`src/rtl/mips_pkg.sv`:
```
// Shared fetch/decode definitions: bus widths, opcode field position, fetch states, opcodes.
`timescale 1ns/1ps
package mips_pkg;

    localparam int unsigned ADDR_W   = 32;
    localparam int unsigned INSTR_W  = 32;
    localparam logic [31:0] RESET_PC = 32'h0000_0000;
    localparam int unsigned PC_STEP  = 4;

    localparam int unsigned OP_W   = 6;
    localparam int unsigned OP_MSB = INSTR_W - 1;
    localparam int unsigned OP_LSB = INSTR_W - OP_W;

    typedef enum logic [1:0] {
        IDLE = 2'd0,
        BUSY = 2'd1,
        DROP = 2'd2
    } fetch_state_e;

    localparam logic [OP_W-1:0] OP_ADD  = 6'd0;
    localparam logic [OP_W-1:0] OP_BEQ  = 6'd20;
    localparam logic [OP_W-1:0] OP_JUMP = 6'd21;

    function automatic logic [OP_W-1:0] opcode_of(input logic [INSTR_W-1:0] instr);
        return instr[OP_MSB:OP_LSB];
    endfunction

endpackage

```
`src/rtl/instr_fetch_if.sv`:
```
// Fetch-stage bundle: instruction-memory req/ack port, downstream stall/redirect and IF/ID outputs.
`timescale 1ns/1ps
interface instr_fetch_if
    import mips_pkg::*;
#(
    parameter int unsigned ADDR_W  = mips_pkg::ADDR_W,
    parameter int unsigned INSTR_W = mips_pkg::INSTR_W
);
    logic                imem_req;
    logic [ADDR_W-1:0]   imem_addr;
    logic                imem_ack;
    logic [INSTR_W-1:0]  imem_rdata;

    logic                stall;
    logic                redirect;
    logic [ADDR_W-1:0]   redirect_pc;

    logic                if_valid;
    logic [INSTR_W-1:0]  if_instr;
    logic [ADDR_W-1:0]   if_pc;
    logic [OP_W-1:0]     op;

    modport master (
        output imem_req, imem_addr,
        input  imem_ack, imem_rdata,
        input  stall, redirect, redirect_pc,
        output if_valid, if_instr, if_pc, op
    );

    modport slave (
        input  imem_req, imem_addr,
        output imem_ack, imem_rdata,
        output stall, redirect, redirect_pc,
        input  if_valid, if_instr, if_pc, op
    );
endinterface

```
`src/rtl/instr_fetch.sv`:
```
// Instruction fetch: one outstanding imem read, single IF/ID register, stall hold and redirect flush.
// Zero-wait memory gives one instruction every two cycles; stall holds the output register.
`timescale 1ns/1ps
module instr_fetch
    import mips_pkg::*;
#(
    parameter int unsigned         ADDR_W   = mips_pkg::ADDR_W,
    parameter int unsigned         INSTR_W  = mips_pkg::INSTR_W,
    parameter logic [ADDR_W-1:0]   RESET_PC = ADDR_W'(mips_pkg::RESET_PC),
    parameter int unsigned         PC_STEP  = mips_pkg::PC_STEP
) (
    input  logic          clk,
    input  logic          rst_n,
    instr_fetch_if.master bus
);

    fetch_state_e          state;
    logic                  req_q;
    logic [ADDR_W-1:0]     pc;
    logic [ADDR_W-1:0]     addr_q;
    logic                  vld_q;
    logic [INSTR_W-1:0]    instr_q;
    logic [ADDR_W-1:0]     ipc_q;

    always_ff @(posedge clk or negedge rst_n) begin
        if (!rst_n) begin
            state   <= IDLE;
            req_q   <= 1'b0;
            pc      <= RESET_PC;
            addr_q  <= RESET_PC;
            vld_q   <= 1'b0;
            instr_q <= '0;
            ipc_q   <= '0;
        end else begin
            unique case (state)
                IDLE: begin
                    if (bus.redirect) begin
                        pc    <= bus.redirect_pc;
                        vld_q <= 1'b0;
                    end else if (!vld_q || !bus.stall) begin
                        // Launching the next read also retires the word just consumed.
                        addr_q <= pc;
                        req_q  <= 1'b1;
                        vld_q  <= 1'b0;
                        state  <= BUSY;
                    end
                end
                BUSY: begin
                    if (bus.redirect) begin
                        pc <= bus.redirect_pc;
                        if (bus.imem_ack) begin
                            req_q <= 1'b0;
                            state <= IDLE;
                        end else begin
                            state <= DROP;
                        end
                    end else if (bus.imem_ack) begin
                        instr_q <= bus.imem_rdata;
                        ipc_q   <= addr_q;
                        vld_q   <= 1'b1;
                        pc      <= addr_q + ADDR_W'(PC_STEP);
                        req_q   <= 1'b0;
                        state   <= IDLE;
                    end
                end
                DROP: begin
                    // Address stays put until the stale response arrives.
                    if (bus.redirect) begin
                        pc <= bus.redirect_pc;
                    end
                    if (bus.imem_ack) begin
                        req_q <= 1'b0;
                        state <= IDLE;
                    end
                end
                default: begin
                    req_q <= 1'b0;
                    state <= IDLE;
                end
            endcase
        end
    end

    assign bus.imem_req  = req_q;
    assign bus.imem_addr = addr_q;
    assign bus.if_valid  = vld_q;
    assign bus.if_instr  = instr_q;
    assign bus.if_pc     = ipc_q;
    assign bus.op        = vld_q ? instr_q[INSTR_W-1 -: OP_W] : '0;

    a_busy_empty: assert property (@(posedge clk) disable iff (!rst_n)
        (state == BUSY) |-> !vld_q);

endmodule

```
`src/flat_wrapper.sv`:
```
// flat-port wrapper written by rule: the top's interface ports become plain ports
module instr_fetch_flat import mips_pkg::*;
#(
    parameter int unsigned         ADDR_W   = mips_pkg::ADDR_W,
    parameter int unsigned         INSTR_W  = mips_pkg::INSTR_W,
    parameter logic [ADDR_W-1:0]   RESET_PC = ADDR_W'(mips_pkg::RESET_PC),
    parameter int unsigned         PC_STEP  = mips_pkg::PC_STEP
)
  (clk, rst_n, bus_imem_req, bus_imem_addr, bus_imem_ack, bus_imem_rdata, bus_stall, bus_redirect, bus_redirect_pc, bus_if_valid, bus_if_instr, bus_if_pc, bus_op);
  instr_fetch_if #(.ADDR_W(ADDR_W), .INSTR_W(INSTR_W)) bus_i ();
  input  logic clk;
  input  logic rst_n;
  output wire logic [$bits(bus_i.imem_req)-1:0] bus_imem_req;
  output wire logic [$bits(bus_i.imem_addr)-1:0] bus_imem_addr;
  input wire logic [$bits(bus_i.imem_ack)-1:0] bus_imem_ack;
  input wire logic [$bits(bus_i.imem_rdata)-1:0] bus_imem_rdata;
  input wire logic [$bits(bus_i.stall)-1:0] bus_stall;
  input wire logic [$bits(bus_i.redirect)-1:0] bus_redirect;
  input wire logic [$bits(bus_i.redirect_pc)-1:0] bus_redirect_pc;
  output wire logic [$bits(bus_i.if_valid)-1:0] bus_if_valid;
  output wire logic [$bits(bus_i.if_instr)-1:0] bus_if_instr;
  output wire logic [$bits(bus_i.if_pc)-1:0] bus_if_pc;
  output wire logic [$bits(bus_i.op)-1:0] bus_op;
  assign bus_imem_req = bus_i.imem_req;
  assign bus_imem_addr = bus_i.imem_addr;
  assign bus_i.imem_ack = bus_imem_ack;
  assign bus_i.imem_rdata = bus_imem_rdata;
  assign bus_i.stall = bus_stall;
  assign bus_i.redirect = bus_redirect;
  assign bus_i.redirect_pc = bus_redirect_pc;
  assign bus_if_valid = bus_i.if_valid;
  assign bus_if_instr = bus_i.if_instr;
  assign bus_if_pc = bus_i.if_pc;
  assign bus_op = bus_i.op;
  instr_fetch #(.ADDR_W(ADDR_W), .INSTR_W(INSTR_W), .RESET_PC(RESET_PC), .PC_STEP(PC_STEP)) u_core (.clk(clk), .rst_n(rst_n), .bus(bus_i));
endmodule
```
`config.mk`:
```
export PLATFORM = sky130hd
export DESIGN_NAME = instr_fetch_flat
export DESIGN_NICKNAME = d
export VERILOG_FILES = /design/src/rtl/mips_pkg.sv /design/src/rtl/instr_fetch_if.sv /design/src/rtl/instr_fetch.sv /design/src/flat_wrapper.sv
export SDC_FILE = /design/constraint.sdc
export NUM_CORES = 1
export LEC_CHECK = 0
export BUFFER_PORTS_ARGS = -buffer_cell sky130_fd_sc_hd__buf_4
export CAP_MARGIN = 15
export CORE_UTILIZATION = 51
export CTS_CLUSTER_SIZE = 14
export DETAILED_ROUTE_END_ITERATION = 8
export HOLD_SLACK_MARGIN = 0.03
export PLACE_DENSITY = 0.82
export SYNTH_ARGS = -nofsm -noshare
export SYNTH_HDL_FRONTEND = slang
export SYNTH_SLANG_ARGS = --single-unit
```
`constraint.sdc`:
```
create_clock -name clk -period 3.49 [get_ports clk]
set_input_delay 0.1745 -clock clk [delete_from_list [all_inputs] [get_ports clk]]
set_output_delay 0.1745 -clock clk [all_outputs]
set_load 0.02 [all_outputs]
```
# --- Word level (Yosys, flattened, before mapping) ---
# Cells that the tools add are included.
word_totals:
  mem_bits_rw: 0
  inputBits: 69
  mem_count: 0
  out_inout_bits: 104
  regBits: 132
  latch_bits: 0
  rom_bits: 0
classes:
  bitwise: 1
  div: 0
  muxes: 20
  eq_ne: 10
  n_addsub: 1
  order_cmp: 0
  reduce_logical: 14
  shift: 0
  multipliers: 0
op_table:
  columns: ["cell", "n"]
  rows:
  - ["2-to-1 mux 32 bit", 3]
  - ["case mux 32 bit (2 select lines)", 1]
  - ["adder 32 x 3 -> 32 bit (second input constant)", 1]
  - ["AND reduction 3 bit", 4]
  - ["2-to-1 mux 2 bit", 5]
  - ["2-to-1 mux 1 bit", 7]
  - ["2-to-1 mux 6 bit", 1]
  - ["inequality test 2 x 1 -> 1 bit (second input constant)", 3]
  - ["inequality test 2 bit (second input constant)", 3]
  - ["case mux 2 bit (3 select lines)", 1]
  - ["case mux 1 bit (2 select lines)", 2]
  - ["AND reduction 4 bit", 1]
  - ["nonzero test 2 bit", 2]
  - ["OR reduction 2 bit", 2]
  - ["inequality test 3 x 2 -> 1 bit (second input constant)", 1]
  - ["inequality test 3 bit (second input constant)", 1]
  - ["== test 2 x 1 -> 1 bit (second input constant)", 1]
  - ["== test 2 bit (second input constant)", 1]
  - ["logical NOT 1 bit", 2]
  - ["logical NOT 2 bit", 1]
  - ["AND reduction 2 bit", 1]
  - ["logical OR 1 bit", 1]
  - ["NOT 1 bit", 1]

# --- Logic depth before layout (Yosys ltp) ---
# Gate-level depths: netlist of run 1.
logic_depth:
  word_depth: 5
  depth_mapped: 9

# --- Worst setup path after synthesis of run 1 ---
# No wires, ideal clock.
synth_timing:
  kind: "register -> register"
  startpoint: "register u_core.addr_q[2] (netlist: u_core.bus.imem_addr[2])"
  endpoint: "register u_core.pc[28]"
  stages_incl_launch_ff: 7
  period_less_slack_ns: 1.876
  arrival_time_ns: 1.789
  slack_ns: 1.614
  path_buffers: 0
  setup_ns: 0.087
  cell_sequence: "dfrtp_1 ha_1 nand3_1 nor3_2 nand4_1 xor2_1 o211ai_1"
synth_via:
  elab_chain_cells: 4
synth_lines:
  columns: ["element", "line", "text"]
  rows:
  - ["start, declared", "instr_fetch.sv:20", "logic [ADDR_W-1:0] addr_q;"]
  - ["start signal, assigned", "instr_fetch.sv:42", "addr_q <= pc;"]
  - ["adder 32 x 3 -> 32 bit", "instr_fetch.sv:61", "pc <= addr_q + ADDR_W'(PC_STEP);"]
  - ["2-to-1 mux 32 bit", "instr_fetch.sv:57", "end else if (bus.imem_ack) begin"]
  - ["2-to-1 mux 32 bit", "instr_fetch.sv:49", "if (bus.redirect) begin"]
  - ["case mux 32 bit (2 select lines)", "instr_fetch.sv:35", "unique case (state)"]
  - ["end signal, assigned", "instr_fetch.sv:38", "pc <= bus.redirect_pc;"]
  - ["end signal, assigned", "instr_fetch.sv:50", "pc <= bus.redirect_pc;"]
  - ["end signal, assigned", "instr_fetch.sv:61", null]
  - ["end, declared", "instr_fetch.sv:19", "logic [ADDR_W-1:0] pc;"]
# No other way between the ends. The select of a mux whose other input is x is not followed.
# A chain may end at the register's enable or synchronous reset.

# --- Worst setup path after layout of run 1 ---
layout_timing:
  startpoint: "register u_core.state[1]"
  endpoint: "register u_core.instr_q[1] (netlist: u_core.bus.if_instr[1])"
layout_via:
  elab_chain_cells: 2
layout_lines:
  columns: ["element", "line", "text"]
  rows:
  - ["start, declared", "instr_fetch.sv:17", "fetch_state_e state;"]
  - ["start signal, assigned", "instr_fetch.sv:27", "state <= IDLE;"]
  - ["start signal, assigned", "instr_fetch.sv:45", "state <= BUSY;"]
  - ["start signal, assigned", "instr_fetch.sv:53", "state <= IDLE;"]
  - ["== test 2 x 1 -> 1 bit", "instr_fetch.sv:35", null]
  - ["AND reduction 3 bit (no source line)", null, null]
  - ["end signal, assigned", "instr_fetch.sv:58", "instr_q <= bus.imem_rdata;"]
  - ["end, declared", "instr_fetch.sv:22", "logic [INSTR_W-1:0] instr_q;"]
# No other way between the ends.

==> results of run 1 <==
==> worst register-to-register path: cells and delay by family (launching register included) <==
family / cells / cell delay, ns
AND/OR/NAND/NOR: 1 / 0.74
multiplexers: 1 / 0.61
flip-flops: 1 / 0.42
adder cells (fa/ha/maj): 1 / 0.32
buffers and inverters: 1 / 0.09
==> stage by stage <==
stage / std cells / cell area [µm²] / util
after floorplan: 483 / 5790 / -
after global placement: 778 / 7230 / 0.661
after detailed placement: 778 / 7230 / 0.661
after CTS: 848 / 8190 / 0.749
after global routing: 848 / 8190 / 0.749
final: 848 / 8190 / 0.749
==> layout make-up <==
type,count,area [µm²],area share
clock buffer,24,502,0.0613
clock inverter,5,50.0,0.00611
inverter,6,22.5,0.00275
multi-input combinational,322,2390,0.291
sequential,132,3300,0.403
tap,140,175,0.0214
timing repair buffer,219,1750,0.214
==> path summary, 6_finish.rpt <==
check                                          endpoint  depth (start not counted)
worst min-delay path                      u_core.pc[24]                          3
worst min register to register     u_core.bus.if_pc[20]                          2
worst max-delay path             u_core.bus.if_instr[1]                          4
min in group asynchronous       u_core.bus.if_instr[25]                          2
max in group asynchronous        u_core.bus.if_instr[0]                          3
worst max register to register   u_core.bus.if_instr[1]                          4
==> routing by layer <==
metal	global-route usage	routed length, µm	vias up
met5	0	0	-
met4	0.132	413	0
li1	-	-	2143
met1	0.312	5980	2377
met2	0.470	7940	187
met3	0.0681	848	36
==> placed cells by master, fill, tap and decap left out, types with 17 or more instances in the layout <==
cell type	synthesis	final
xor2_1	20	20
nand3_1	20	19
buf_4	0	177
clkbuf_16	0	17
nor2_1	36	35
o21ai_0	20	20
a21oi_1	23	23
nand2_1	37	37
dlygate4sd3_1	0	41
dfrtp_1	132	132
mux2_2	93	93
==> cells by family after synthesis <==
kind of cell | share of synthesized area
AND/OR/NAND/NOR | 0.105
multiplexers | 0.183
XOR/XNOR | 0.0423
flip-flops | 0.570
adder cells (fa/ha/maj) | 0.0108
buffers and inverters | 0.0205
AO/OA/AOI/OAI | 0.0687
==> repair_timing <==
item                                   4_1_cts  5_1_grt
endpoints found under the hold margin      146        0
setup endpoints to repair                    0        0
hold buffers                                41        0
==> power by group through the flow <==
stage               Clock, mW  Combinational (mW)  Sequential [mW]
floorplan                   0                1.37             3.54
global placement            0                3.30             2.94
detailed placement          0                3.41             3.00
CTS                      1.68                3.47             2.98
global route             1.75                3.70             3.11
finish                   1.65                3.46             3.00
==> state kept, by name, indices dropped and copies added, names as in the netlist <==
name                  flops
u_core.pc                32
u_core.bus.if_instr      32
u_core.bus.imem_req       1
u_core.bus.if_valid       1
u_core.bus.if_pc         32
u_core.state              2
u_core.bus.imem_addr     32
==> results.json, run 1 <==
{
  "cts-htree-levels": 4,
  "vdd_drop_max_mv": 0.584,
  "worstHoldStart": "bus_redirect_pc[24]",
  "drive_gt1_frac": 0.429,
  "power.leakage_nw": 3.76,
  "p_switching_mw": 3.10,
  "rr_startpoint": "u_core.state[1]",
  "pin_count": 173,
  "power_mw": 8.12,
  "grt_pass1_vias": 4883,
  "core_area_um2": 10900,
  "grt_max_degree": 108,
  "rrSetupSlack_ns": 1.18,
  "pwr-share-comb": 0.427,
  "initial_core_util": 0.530,
  "antenna_found_initial": 0,
  "cts_root_buf": "clkbuf_16",
  "place_congestion": 0.772,
  "min-delay-path-class": "in2reg",
  "p_int_mw": 5.01,
  "diodes": 0,
  "crit_type": "reg2reg",
  "yosysMostFrequentCell": "dfrtp_1",
  "track_usage": 0.271,
  "portBuffers": 172,
  "via_per_inst": 5.59,
  "postCtsResizedCells": 0,
  "final_max_slew_viol_count": 0,
  "cp.buffers_inverters": 1,
  "yosys.area.top_type": "dfrtp_1",
  "final_antenna_net_count": 0,
  "slowest_stage": "nand3_4",
  "rows": 38,
  "synthTopCellsByArea": "dfrtp_1, mux2_2, xor2_1, nand2_1, nor2_1",
  "path_max_fanout": 66,
  "drc_errors": 0,
  "synth_cell_types": 31,
  "overflow": 0,
  "crit_arrival_ns": 2.59,
  "post-cts-setup-buffers": 0,
  "status": "finished, final reports clean",
  "skew_ns": 0.00629,
  "drt_iter0_markers": 210,
  "die_y_um": 109,
  "pre_cts_ws_ns": 1.20,
  "hold_ws_ns": 0.0448,
  "n_fill_cell": 730,
  "clock-sinks": 132,
  "rsz0062_at_grt": "no",
  "clkLatencyLatePin_ns": 0.41,
  "cts.path.max_buffers": 2,
  "synth_common_cells": "dfrtp_1, mux2_2, nand2_1, nor2_1, a21oi_1",
  "period_share": 0.662,
  "wl_um": 15200,
  "seq_power_share": 0.370,
  "fin_nets": 772,
  "syn-num-nets": 557,
  "critPathTopFamily": "simple AND/OR/NAND/NOR gates",
  "drtPass1Iterations": 5,
  "ys_warn_count": 0,
  "tightest_slew_ns": 0.956,
  "syn-instance-count": 483,
  "grt_pass1_wl_um": 24000,
  "required_ns": 3.77,
  "endpoint_kind": "register",
  "clockPowerShare": 0.204,
  "synthToLayoutAreaGrowth_pct": 41.4,
  "dieArea_um2": 11800,
  "cpPeakStageDelay_ns": 0.74,
  "ys_ff_latch": 132,
  "fin_tns_setup_ns": 0,
  "drv_cap": 0,
  "hpwl_um": 9520,
  "setup_ws_ns": 1.18,
  "cts_buffers": 17,
  "ys_async_sr_fraction": 1.00,
  "fin_crit_ns": 2.31,
  "cts_tree": "done",
  "path_clk_slew_ns": 0.05,
  "seq_area_frac_synth": 0.570,
  "syn_area_um2": 5790,
  "power_density_nw_per_um2": 991,
  "die_w_um": 109,
  "synth_edf_count": 0,
  "cp_cell_sequence": "inv_1 > ha_1 > nand3_4 > mux2_2",
  "avgSynthCellArea_um2": 12.0,
  "yosys.area.top_type_share": 0.570,
  "finalSetupViolations": 0,
  "crit_path_start_kind": "register",
  "p_sw_frac": 0.382,
  "crit_start": "u_core.state[1]",
  "ys.flop_type": "dfrtp_1",
  "post_drt_wl_per_cell_um": 17.9,
  "clock.fmax_mhz": 433,
  "finalHoldViolations": 0,
  "slew_headroom": 0.363,
  "via_count": 4743
}
(Power assumes the default switching activity.)
==> run 2: changes to the inputs <==
- CORE_UTILIZATION: 51 -> 47
- PLACE_DENSITY: 0.82 -> 0.8
- clock period: 3.49 -> 1.85 ns (I/O delays scaled with it)
==> run 2 against run 1 <==
Clock power rose by 95%; worst setup slack got worse by 1.1 ns; design area is 8.0% higher; critical endpoint is now u_core.bus.if_valid.
==> results.json, run 2 (synthesis results as in run 1) <==
{
  "via_count": 5005,
  "drt_iter0_markers": 221,
  "fin_area_um2": 8850,
  "vdd_drop_max_mv": 1.06,
  "cts_root_buf": "clkbuf_16",
  "finalHoldViolations": 0,
  "die_w_um": 113,
  "period_share": 0.965,
  "slew_headroom": 0.641,
  "tightest_slew_ns": 0.538,
  "skew_ns": 0.00747,
  "final_common_cell": "buf_4",
  "power.leakage_nw": 4.05,
  "pin_count": 173,
  "via_per_inst": 5.48,
  "crit_arrival_ns": 2.09,
  "dieArea_um2": 12800,
  "power_density_nw_per_um2": 1810,
  "endpoint_kind": "register",
  "antenna_found_initial": 0,
  "clock-sinks": 132,
  "core_area_um2": 12000,
  "cts.path.max_buffers": 2,
  "grt_pass1_wl_um": 25500,
  "rr_startpoint": "u_core.state[1]",
  "drv_cap": 0,
  "cp_cell_sequence": "inv_2 > ha_2 > inv_1 > o21ai_0 > o21ai_0 > dlygate4sd3_1",
  "synthToLayoutAreaGrowth_pct": 52.7,
  "initial_core_util": 0.482,
  "finalSetupViolations": 0,
  "post_drt_wl_per_cell_um": 17.4,
  "place_congestion": 0.812,
  "most-common-layout-cells": "buf_4, dfrtp_1, mux2_2",
  "clkLatencyLatePin_ns": 0.42,
  "n_fill_cell": 808,
  "fin_crit_ns": 1.79,
  "wl_um": 15900,
  "die_y_um": 113,
  "clock.fmax_mhz": 560,
  "final_max_slew_viol_count": 0,
  "place_area_um2": 7490,
  "overflow": 0,
  "cts-htree-levels": 4,
  "crit_type": "reg2reg",
  "portBuffers": 172,
  "path_clk_slew_ns": 0.05,
  "rows": 40,
  "crit_start": "u_core.state[1]",
  "hpwl_um": 10100,
  "drive_gt1_frac": 0.461,
  "stdcell_count": 913,
  "slowest_stage": "dlygate4sd3_1",
  "crit_path_start_kind": "register",
  "final_antenna_net_count": 0,
  "crit_top_cell": "o21ai_0",
  "track_usage": 0.259,
  "numPlacedInstances": 810,
  "worstHoldStart": "bus_stall",
  "min-delay-path-class": "in2reg",
  "diodes": 0,
  "cts_buffers": 17,
  "cpPeakStageDelay_ns": 0.56,
  "grt_max_degree": 60,
  "required_ns": 2.15,
  "path_max_fanout": 5,
  "fin_nets": 828,
  "cts_tree": "done",
  "grt_pass1_vias": 4990,
  "status": "finished, final reports clean",
  "drtPass1Iterations": 5,
  "drc_errors": 0
}
## run 2: cell count changes in the layout (fill, tap and decap cells not counted), moves of 2 or more
cell,change
buf_12,+5
a21oi_2,+7
clkinvlp_4,+3
dlygate4sd3_1,+27
ha_1,-4
ha_2,+3
a21oi_1,-7
buf_4,+24
clkbuf_1,-2
## run 2: metrics by stage
stage / worst slack [ns] / hold slack [ns] / power, mW / util / setup TNS, ns
after floorplan: -0.0182 / -0.203 / 9.26 / - / -0.0182
after global placement: 0.112 / 0.0823 / 12.2 / 0.624 / 0
after detailed placement: -0.00789 / 0.102 / 12.4 / 0.624 / -0.0111
after CTS: 0.0319 / 0.0524 / 15.9 / 0.730 / 0
after global routing: -0.0200 / 0.119 / 16.8 / 0.737 / -0.132
final: 0.0643 / 0.0790 / 16.0 / 0.737 / 0
## run 2: layer usage
layer	share of wire	global-route usage
met5	0	0
met3	0.054	0.0653
met1	0.41	0.316
met2	0.52	0.440
met4	0.023	0.105
## run 2: final timing paths
path | depth (start not counted) | endpoint | slack (ns)
worst max-delay path | 6 | u_core.bus.if_valid | 0.06
worst min-delay path | 4 | u_core.bus.imem_req | 0.08
worst max register to register | 6 | u_core.bus.if_valid | 0.06
worst min register to register | 2 | u_core.bus.if_pc[20] | 0.48
max in group asynchronous | 3 | u_core.bus.imem_addr[11] | 0.89
min in group asynchronous | 2 | u_core.bus.if_instr[24] | 0.22
## run 2: final cells by class
class,count,area (µm²),share of cell area
clock buffers,22,494,0.0559
clock inverters,9,77.6,0.00877
inverters,6,22.5,0.00255
multi-input cells,322,2460,0.279
flip-flops and latches,132,3300,0.373
well taps,147,184,0.0208
repair buffers,275,2300,0.260
## run 2: timing repair
action | in CTS | in global routing
hold buffers | 68 | 0
hold endpoints to repair | 125 | 0
endpoints found under the setup margin | 5 | 31
resized for setup | 1 | 17
setup buffers | 2 | 2
pin swaps | 0 | 4
## run 2: where the power goes
part | leakage, nW | internal, mW | switching, mW
clock network | 0.280 | 2.00 | 1.21
registers | 1.57 | 4.35 | 1.16
logic | 2.20 | 3.54 | 3.75
total | 4.05 | 9.89 | 6.12
## run 2: worst max-delay path, delay by kind of cell (launching register included)
kind	cells	cell delay (ns)
buffers and inverters	3	0.77
flip-flops	1	0.43
AO/OA/AOI/OAI	2	0.24
adder cells (fa/ha/maj)	1	0.24
==> run 3: changes to the inputs <==
- MAX_ROUTING_LAYER: default -> met4
==> run 3 against run 2 <==
Register-to-register slack hardly changed; flip-flop and latch count stayed put; largest cell class unchanged; sequential share of layout area stayed put.
==> results.json, run 3 (synthesis results as in run 1) <==
{
  "synthToLayoutAreaGrowth_pct": 52.7,
  "cts.path.max_buffers": 2,
  "fin_crit_ns": 1.79,
  "drive_gt1_frac": 0.461,
  "drtPass1Iterations": 5,
  "finalSetupViolations": 0,
  "wl_um": 15900,
  "path_max_fanout": 5,
  "die_y_um": 113,
  "fin_nets": 828,
  "drv_cap": 0,
  "grt_pass1_wl_um": 25500,
  "crit-reg2reg-capture": "u_core.bus.if_valid",
  "clock.fmax_mhz": 560,
  "numPlacedInstances": 810,
  "required_ns": 2.15,
  "rr_worst_depth": 6,
  "route.met2.wl_um": 8190,
  "core_area_um2": 12000,
  "diodes": 0,
  "power_density_nw_per_um2": 1810,
  "stdcell_count": 913,
  "min-delay-path-class": "in2reg",
  "rr_startpoint": "u_core.state[1]",
  "final_max_slew_viol_count": 0,
  "final_common_cell": "buf_4",
  "finalHoldViolations": 0,
  "via_count": 4981,
  "most-common-layout-cells": "buf_4, dfrtp_1, mux2_2",
  "initial_core_util": 0.482,
  "portBuffers": 172,
  "via_per_inst": 5.46,
  "crit_type": "reg2reg",
  "dieArea_um2": 12800,
  "grt_pass1_vias": 5002,
  "track_usage": 0.267,
  "rows": 40,
  "rrSetupSlack_ns": 0.06,
  "antenna_found_initial": 0,
  "worstHoldStart": "bus_stall",
  "crit_path_start_kind": "register",
  "routed.top_layer": "met4",
  "power.leakage_nw": 4.05,
  "fin_tns_setup_ns": 0,
  "post_drt_wl_per_cell_um": 17.4,
  "cts_root_buf": "clkbuf_16",
  "grt_max_degree": 60,
  "vdd_drop_max_mv": 1.06,
  "path_clk_slew_ns": 0.05,
  "status": "finished, final reports clean",
  "cts_tree": "done",
  "cts-htree-levels": 4,
  "crit_arrival_ns": 2.09,
  "whs_endpoint": "u_core.bus.imem_req",
  "slew_headroom": 0.643,
  "cts_buffers": 17,
  "skew_ns": 0.00744,
  "drt_iter0_markers": 225,
  "place_congestion": 0.824,
  "pin_count": 173,
  "overflow": 0,
  "hpwl_um": 10100,
  "clock-sinks": 132,
  "min_path_cells": 4,
  "wl_met1_um": 6440,
  "period_share": 0.966,
  "wl_met3_um": 894,
  "final_antenna_net_count": 0,
  "tightest_slew_ns": 0.535,
  "die_w_um": 113,
  "endpoint_kind": "register",
  "drc_errors": 0,
  "clkLatencyLatePin_ns": 0.42
}
[run 3: cell counts in the layout (fill, tap and decap cells not counted)]
No cell type changed its count.
[run 3: worst max-delay path by stage]
| stage | startpoint | endpoint |
|---|---|---|
| after floorplan | u_core.bus.imem_addr[2] | u_core.pc[16] |
| after global placement | u_core.state[0] | u_core.pc[22] |
| after detailed placement | u_core.state[0] | u_core.pc[27] |
| after CTS | u_core.state[1] | u_core.pc[25] |
| after global routing | u_core.state[1] | u_core.bus.if_valid |
| final | u_core.state[1] | u_core.bus.if_valid |
[run 3: stage by stage]
stage / setup slack [ns] / instance area, µm² / power (mW) / util / hold slack [ns]
2_1_floorplan: -0.0182 / 5800 / 9.26 / - / -0.203
3_3_place_gp: 0.112 / 7490 / 12.2 / 0.624 / 0.0823
3_5_place_dp: -0.00789 / 7490 / 12.4 / 0.624 / 0.102
4_1_cts: 0.0319 / 8770 / 15.9 / 0.730 / 0.0524
5_1_grt: -0.0253 / 8850 / 16.8 / 0.737 / 0.119
6_report: 0.0633 / 8850 / 16.0 / 0.737 / 0.0736
[run 3: final cells by class]
type                            count  area (µm²)
Clock inverter                      9        77.6
Inverter                            6        22.5
Clock buffer                       22         494
Timing Repair Buffer              275        2300
Fill cell                         808        3160
Multi-Input combinational cell    322        2460
Tap cell                          147         184
Sequential cell                   132        3300
[run 3: where the power goes]
| part | internal, mW | switching [mW] |
|---|---|---|
| logic | 3.54 | 3.75 |
| clock network | 2.00 | 1.20 |
| registers | 4.35 | 1.16 |
[run 3: worst max-delay path: stages, from the launching register on]
cell and delay (ns):
dfrtp_1 0.43, inv_2 0.10, ha_2 0.24, inv_1 0.11, o21ai_0 0.15, o21ai_0 0.09, dlygate4sd3_1 0.56
[run 3: metal layers]
layer / GRT usage / up-vias
met4: 0.105 / 0
met5: - / -
li1: - / 2248
met3: 0.0627 / 33
met2: 0.440 / 204
met1: 0.317 / 2496
[run 3: repair_timing]
item,4_1_cts,5_1_grt
setup endpoints to repair,5,31
resized for setup,1,17
hold endpoints to repair,125,0
hold buffers,68,0
pin swaps,0,4
buffers inserted,2,2
